## src/rtl/alu_muldiv_seq.sv

```systemverilog
// Multi-cycle MUL/MULHU/DIVU/REMU sequencer that borrows the shared ripple ALU.
// Shift-add multiply and restoring divide, one ALU add/subtract per cycle.
module alu_muldiv_seq #(
  parameter int WIDTH = 32
) (
  input  logic             clk,
  input  logic             rst,
  input  logic             req_valid,
  output logic             req_ready,
  input  logic [1:0]       req_op,
  input  logic [WIDTH-1:0] req_a,
  input  logic [WIDTH-1:0] req_b,
  output logic             resp_valid,
  input  logic             resp_ready,
  output logic [WIDTH-1:0] resp_result,
  output logic             busy,
  output logic [WIDTH-1:0] alu_a,
  output logic [WIDTH-1:0] alu_b,
  output logic             alu_ainvert,
  output logic             alu_binvert,
  output logic             alu_cin,
  output logic [1:0]       alu_op,
  input  logic [WIDTH-1:0] alu_result,
  input  logic             alu_cout
);

  localparam int CNTW = $clog2(WIDTH);

  typedef enum logic [1:0] {
    IDLE = 2'b00,
    CALC = 2'b01,
    DONE = 2'b10
  } state_t;

  state_t            state;
  logic [1:0]        op;
  logic [CNTW-1:0]   cnt;
  // acc holds hi (multiply) or R (divide); shreg holds lo or Q; opb holds mc or D
  logic [WIDTH-1:0]  acc;
  logic [WIDTH-1:0]  shreg;
  logic [WIDTH-1:0]  opb;
  logic [WIDTH-1:0]  div_s;
  logic              div_ge;

  assign div_s  = {acc[WIDTH-2:0], shreg[WIDTH-1]};
  assign div_ge = acc[WIDTH-1] | alu_cout;

  // The ALU is only claimed in CALC; otherwise it is left idle for the EX mux.
  always_comb begin
    alu_a       = '0;
    alu_b       = '0;
    alu_ainvert = 1'b0;
    alu_binvert = 1'b0;
    alu_cin     = 1'b0;
    alu_op      = 2'b00;
    if (state == CALC) begin
      alu_op = 2'b10;
      if (op[1]) begin
        alu_a       = div_s;
        alu_b       = opb;
        alu_binvert = 1'b1;
        alu_cin     = 1'b1;
      end else begin
        alu_a = acc;
        alu_b = shreg[0] ? opb : '0;
      end
    end
  end

  always_ff @(posedge clk) begin
    if (rst) begin
      state       <= IDLE;
      req_ready   <= 1'b1;
      resp_valid  <= 1'b0;
      busy        <= 1'b0;
      resp_result <= '0;
      cnt         <= '0;
      op          <= 2'b00;
      acc         <= '0;
      shreg       <= '0;
      opb         <= '0;
    end else begin
      case (state)
        IDLE: begin
          if (req_valid && req_ready) begin
            op        <= req_op;
            acc       <= '0;
            shreg     <= req_a;
            opb       <= req_b;
            cnt       <= '0;
            state     <= CALC;
            req_ready <= 1'b0;
            busy      <= 1'b1;
          end
        end
        CALC: begin
          if (op[1]) begin
            acc   <= div_ge ? alu_result : div_s;
            shreg <= {shreg[WIDTH-2:0], div_ge};
          end else begin
            {acc, shreg} <= {alu_cout, alu_result, shreg[WIDTH-1:1]};
          end
          cnt <= cnt + 1'b1;
          if (cnt == CNTW'(WIDTH - 1)) begin
            state <= DONE;
          end
        end
        DONE: begin
          // First DONE cycle captures the result; the handshake is only honoured once it is visible.
          if (!resp_valid) begin
            resp_valid  <= 1'b1;
            resp_result <= op[0] ? acc : shreg;
          end else if (resp_ready) begin
            resp_valid <= 1'b0;
            state      <= IDLE;
            req_ready  <= 1'b1;
            busy       <= 1'b0;
          end
        end
        default: begin
          state     <= IDLE;
          req_ready <= 1'b1;
          busy      <= 1'b0;
        end
      endcase
    end
  end

endmodule
```

## config.mk

```make
export PLATFORM = sky130hd
export DESIGN_NAME = alu_muldiv_seq
export DESIGN_NICKNAME = d
export VERILOG_FILES = /design/src/rtl/alu_muldiv_seq.sv
export SDC_FILE = /design/constraint.sdc
export NUM_CORES = 1
export LEC_CHECK = 0
export CORE_AREA = 4 4 134 136
export DETAILED_ROUTE_END_ITERATION = 10
export DIE_AREA = 0 0 138 140
export PLACE_DENSITY = 0.76
export SLEW_MARGIN = 20
export SYNTH_ARGS = -nofsm -noshare
export SYNTH_HDL_FRONTEND = slang
export SYNTH_SLANG_ARGS = --single-unit
```

## constraint.sdc

```tcl
create_clock -name clk -period 4.1 [get_ports clk]
set_input_delay 0.82 -clock clk [delete_from_list [all_inputs] [get_ports clk]]
set_output_delay 0.82 -clock clk [all_outputs]
set_load 0.005 [all_outputs]
```

### After elaboration in Yosys (flattened, before gate mapping)

Index checks and enable logic that the tools add are counted.

| operators by class | value |
|---|---|
| mux-type cells | 33 |
| reductions and logical operators | 8 |
| equal/unequal tests | 7 |
| bitwise gates (word level) | 3 |
| $add $sub $neg | 1 |

Operator list:

| kind | count |
|---|---|
| 2-to-1 mux 32 bit | 11 |
| one-hot mux 32 bit (2 select lines) | 2 |
| 2-to-1 mux 1 bit | 10 |
| 2-to-1 mux 2 bit | 5 |
| one-hot mux 5 bit (2 select lines) | 1 |
| AND reduction 4 bit | 2 |
| != test 2 bit (second input constant) | 3 |
| one-hot mux 1 bit (3 select lines) | 2 |
| one-hot mux 2 bit (3 select lines) | 1 |
| AND reduction 2 bit | 3 |
| adder 5 x 1 -> 5 bit (second input constant) | 1 |
| equality test 5 bit (second input constant) | 1 |
| 2-to-1 mux 5 bit | 1 |
| equality test 2 x 1 -> 1 bit (second input constant) | 1 |
| equality test 2 bit (second input constant) | 1 |
| zero test 2 bit | 1 |
| != test 2 x 1 -> 1 bit (second input constant) | 1 |
| NOT 1 bit | 2 |
| nonzero test 2 bit | 1 |
| logical AND 1 bit | 1 |
| bitwise OR 1 bit | 1 |

| storage, ports and cells | value |
|---|---|
| bits of input ports | 103 |
| bits in registers | 140 |
| logic and storage cells | 62 |

### Depth between registers and ports, before layout

| logic depth | value |
|---|---|
| depth in word-level cells | 4 |
| mapped depth | 7 |
| gate-level depth less buffers | 5 |

### Worst setup path after synthesis

OpenSTA, ideal clock, no wires.

| path | value |
|---|---|
| kind | reg-to-output |
| start point | register op[1] |
| end point | output port alu_cin |
| stages on the path, launching flop included | 7 |
| path slack | 2.020 ns |
| buffers on the path | 5 |
| data required time | 3.280 ns |
| data arrival time | 1.260 ns |
| path through | dfxtp_1 clkbuf_2 buf_2 buf_2 buf_4 and2_1 buf_4 |

| on the way | value |
|---|---|
| longest elaborated chain between the ends | 2 |

RTL lines:

| element | line | source |
|---|---|---|
| start: declaration | 36 | `logic [1:0] op;` |
| start signal: assignment | 86 | `op <= req_op;` |
| 2-to-1 mux 1 bit (2 in a row) | -- |  |
| end: declaration | 21 | `output logic alu_cin,` |

No other way between the ends.

### Worst setup path in the final report

| path | value |
|---|---|
| start point | register state[0] |
| end point | output port alu_cin |

| on the way | value |
|---|---|
| longest elaborated chain between the ends | 2 |

RTL lines:

| element | line | source |
|---|---|---|
| start: declaration | 35 | `state_t state;` |
| start signal: assignment | 72 | `state <= IDLE;` |
| start signal: assignment | 91 | `state <= CALC;` |
| start signal: assignment | 105 | `state <= DONE;` |
| equality test 2 x 1 -> 1 bit | 56 | `if (state == CALC) begin` |
| 2-to-1 mux 1 bit | 56 |  |

No other way between the ends.

==> metrics.md <==
| Metric | Value |
|---|---|
| Hold-fix buffers, CTS | `0` |
| Largest net degree at the start of global routing | `82` |
| Met2 usage | `33.27%` |
| Total track usage | `21.57%` |
| Slowest cell on crit path | `dfxtp_1` |
| Total grt overflow | `0` |
| Critical Path RT | `3.28 ns` |
| Top cells by area, synth | `dfxtp_1 38%, mux2i_1 8.6%, nand3b_1 6.6%` |
| Area of the multi-input gates | `4151 um^2` |
| Final min period | `3.246 ns` |
| Vias in the first global route | `6559` |
| Met3 Use GR | `8.296%` |
| FILL cells | `1531` |
| Synth top area share | `37.81%` |
| Hold WC Path Type | `reg2reg` |
| Layout cells sized above 1 | `6.765%` |
| EDFF count, synth | `0` |
| Seq. cell area | `2808 um^2` |
| Die width | `138 um` |
| Hold_ws | `0.4483 ns` |
| Synth Area per Inst | `8.609 um^2` |
| CTS tree | `built` |
| Row cnt | `48` |
| Clock Tree Buf Depth | `2` |
| Period utilization | `79.16%` |
| Setup Skew | `0.007409 ns` |
| Final net count | `1112` |
| WL per Instance | `17.20 um` |
| GRT met1 Usage | `28.05%` |
| Drt drc | `0` |
| Area grow syn2layout | `34.99%` |
| CP top delay family | `buffers and inverters` |
| Crit start category | `flip-flop` |
| Worst-Margin Slew | `1.081 ns` |
| Maxcap violations | `0` |
| Arrival time worst endpoint | `2.43 ns` |
| PD cells | `371.9 nW/um^2` |
| Post-Route WL | `21410 um` |
| Clock transition at the registers of the reported paths | `0.06 ns` |
| Post-CTS sizing | `0` |
| Worst path cell trace | `nand2b_2, inv_2, and2_1, clkdlybuf4s50_1` |
| Final-report hold violation count | `0` |
| Post-Route Setup TNS | `0 ns` |
| Run status | `complete, no violations` |
| First-pass GRT wire length | `34500 um` |
| Die height | `140 um` |
| Rel. slew slack | `27.90%` |
| Total number of vias | `6886` |
| Slew Limit Fails | `0` |
| Gpl congestion | `0.7754` |
| Initial antenna violation count | `1` |
| Final Power | `3.721 mW` |
| Most used routing layer | `met2` |
| Drt initial violations | `597` |
| Postcts setup bufs | `0` |
| Synth Cell Area | `7412 um^2` |
| Vias per cell | `5.531` |
| Ys async rst share | `0%` |
| Post-synth cell types | `42` |
| Ys Warns | `0` |
| Seq cells post-synth | `140` |
| DR pass1 iterations | `5` |
| CP Buf/Inv Count | `2` |
| Starting Density | `43.76%` |
| Die Area | `19320 um^2` |
| Core Region | `16940 um^2` |
| Crit Path Category | `reg2out` |
| Final Util | `59.08%` |
| CP Max Fanout | `37` |
| Max VDD drop | `0.2851 mV` |
| RSZ-0062 raised after global routing | `false` |
| Slowest Stage Delay on Critical Path | `0.60 ns` |
| # port buffers | `204` |
| # clock sinks | `140` |
| Most instantiated cells after synthesis | `140 x dfxtp_1, 100 x nor2_1, 73 x nand2_1, 65 x nand3b_1` |
| Skew-Pair Late Insertion Delay | `0.42 ns` |
| Boundary pin count | `207` |
| Max frequency | `308.1 MHz` |
| Final setup vio count | `0` |
| Synth Flop Type | `dfxtp_1` |
| Sequential area share after synthesis | `37.81%` |
| LEAKAGE | `3.239 nW` |
| # diodes | `0` |
| Largest area contributor in the netlist | `dfxtp_1` |
| Crit end category | `output pin` |
| CTS buffer count | `17` |
| Most frequent cell after synthesis | `dfxtp_1` |
| Synth Instances | `861` |
| CTS Root Cell | `clkbuf_16` |
| H-tree levels | `4` |
| Dpl hpwl | `14410 um` |
| ANT nets after route | `0` |
[per-stage QoR]
stage | setup WS (ns) | instance area, um^2 | std cells
after CTS | 0.8378 | 10010 | 1245
after floorplan | 2.020 | 7416 | 862
after global placement | 1.266 | 9418 | 1213
after detailed placement | 1.186 | 9418 | 1213
final | 0.8543 | 10010 | 1245
after global routing | 0.6967 | 10010 | 1245
[power breakdown]
group	internal [mW]	switching (mW)
sequential	1.45	0.109
clock	0.987	0.577
combinational	0.304	0.296
[layout by cell type, fill, tap and decap left out, types with 2 or more instances in the layout]
cell / instances
nor4_1: 16
a21oi_1: 42
conb_1: 2
nand3_1: 3
ha_1: 2
a32o_1: 32
nand3b_1: 65
a211oi_1: 64
buf_12: 2
clkbuf_16: 17
clkbuf_1: 6
clkdlybuf4s50_1: 203
o21ai_0: 2
clkbuf_8: 2
mux2i_1: 64
nor3_1: 32
nor4_2: 16
and2_1: 33
bufinv_16: 3
o21a_1: 32
nor2_1: 99
dfxtp_1: 138
nand2_1: 73
nor2b_1: 33
buf_4: 13
clkinv_2: 3
[worst paths after layout]
| kind | from | end | slack, ns | cells after the start |
|---|---|---|---|---|
| setup / recovery | state[0] | alu_cin | 0.85 | 4 |
| hold / removal | opb[28] | opb[28] | 0.45 | 2 |
| setup reg to reg | state[0] | shreg[31] | 2.05 | 4 |
| hold reg to reg | opb[28] | opb[28] | 0.45 | 2 |
[registers in the layout, indices dropped and copies added, names as in the netlist]
register,cells
resp_valid,1
opb,32
acc,32
state,2
busy,1
cnt,5
req_ready,1
op,2
shreg,32
resp_result,32
[logic make-up after synthesis]
logic type      share of synthesized area (%)
compound gates                          17.67
xor+xnor                               0.1182
fa+ha+maj                              0.3376
buf+inv                                 6.583
flops                                   37.81
mux                                     8.795
other cells                           0.05059
simple gates                            28.63
[worst register-to-register path: stages (launching register included)]
cell and delay [ns]:
dfxtp_1 0.60, nand4bb_4 0.47, buf_4 0.51, nor2_1 0.09, nor4_1 0.28
[metal layers]
metal,vias up,routed length [um]
met5,-,7
met4,2,410
met3,34,2110
met2,248,9333
met1,3230,9547
li1,3372,-
[cell type report]
| type | count | area share [%] |
|---|---|---|
| inverters | 2 | 0.07503 |
| well taps | 225 | 2.814 |
| clock buffers | 25 | 4.752 |
| flip-flops and latches | 140 | 28.06 |
| repair buffers | 218 | 21.68 |
| clock inverters | 7 | 1.125 |
| multi-input cells | 628 | 41.49 |
Power figures use the tool's default switching activity.
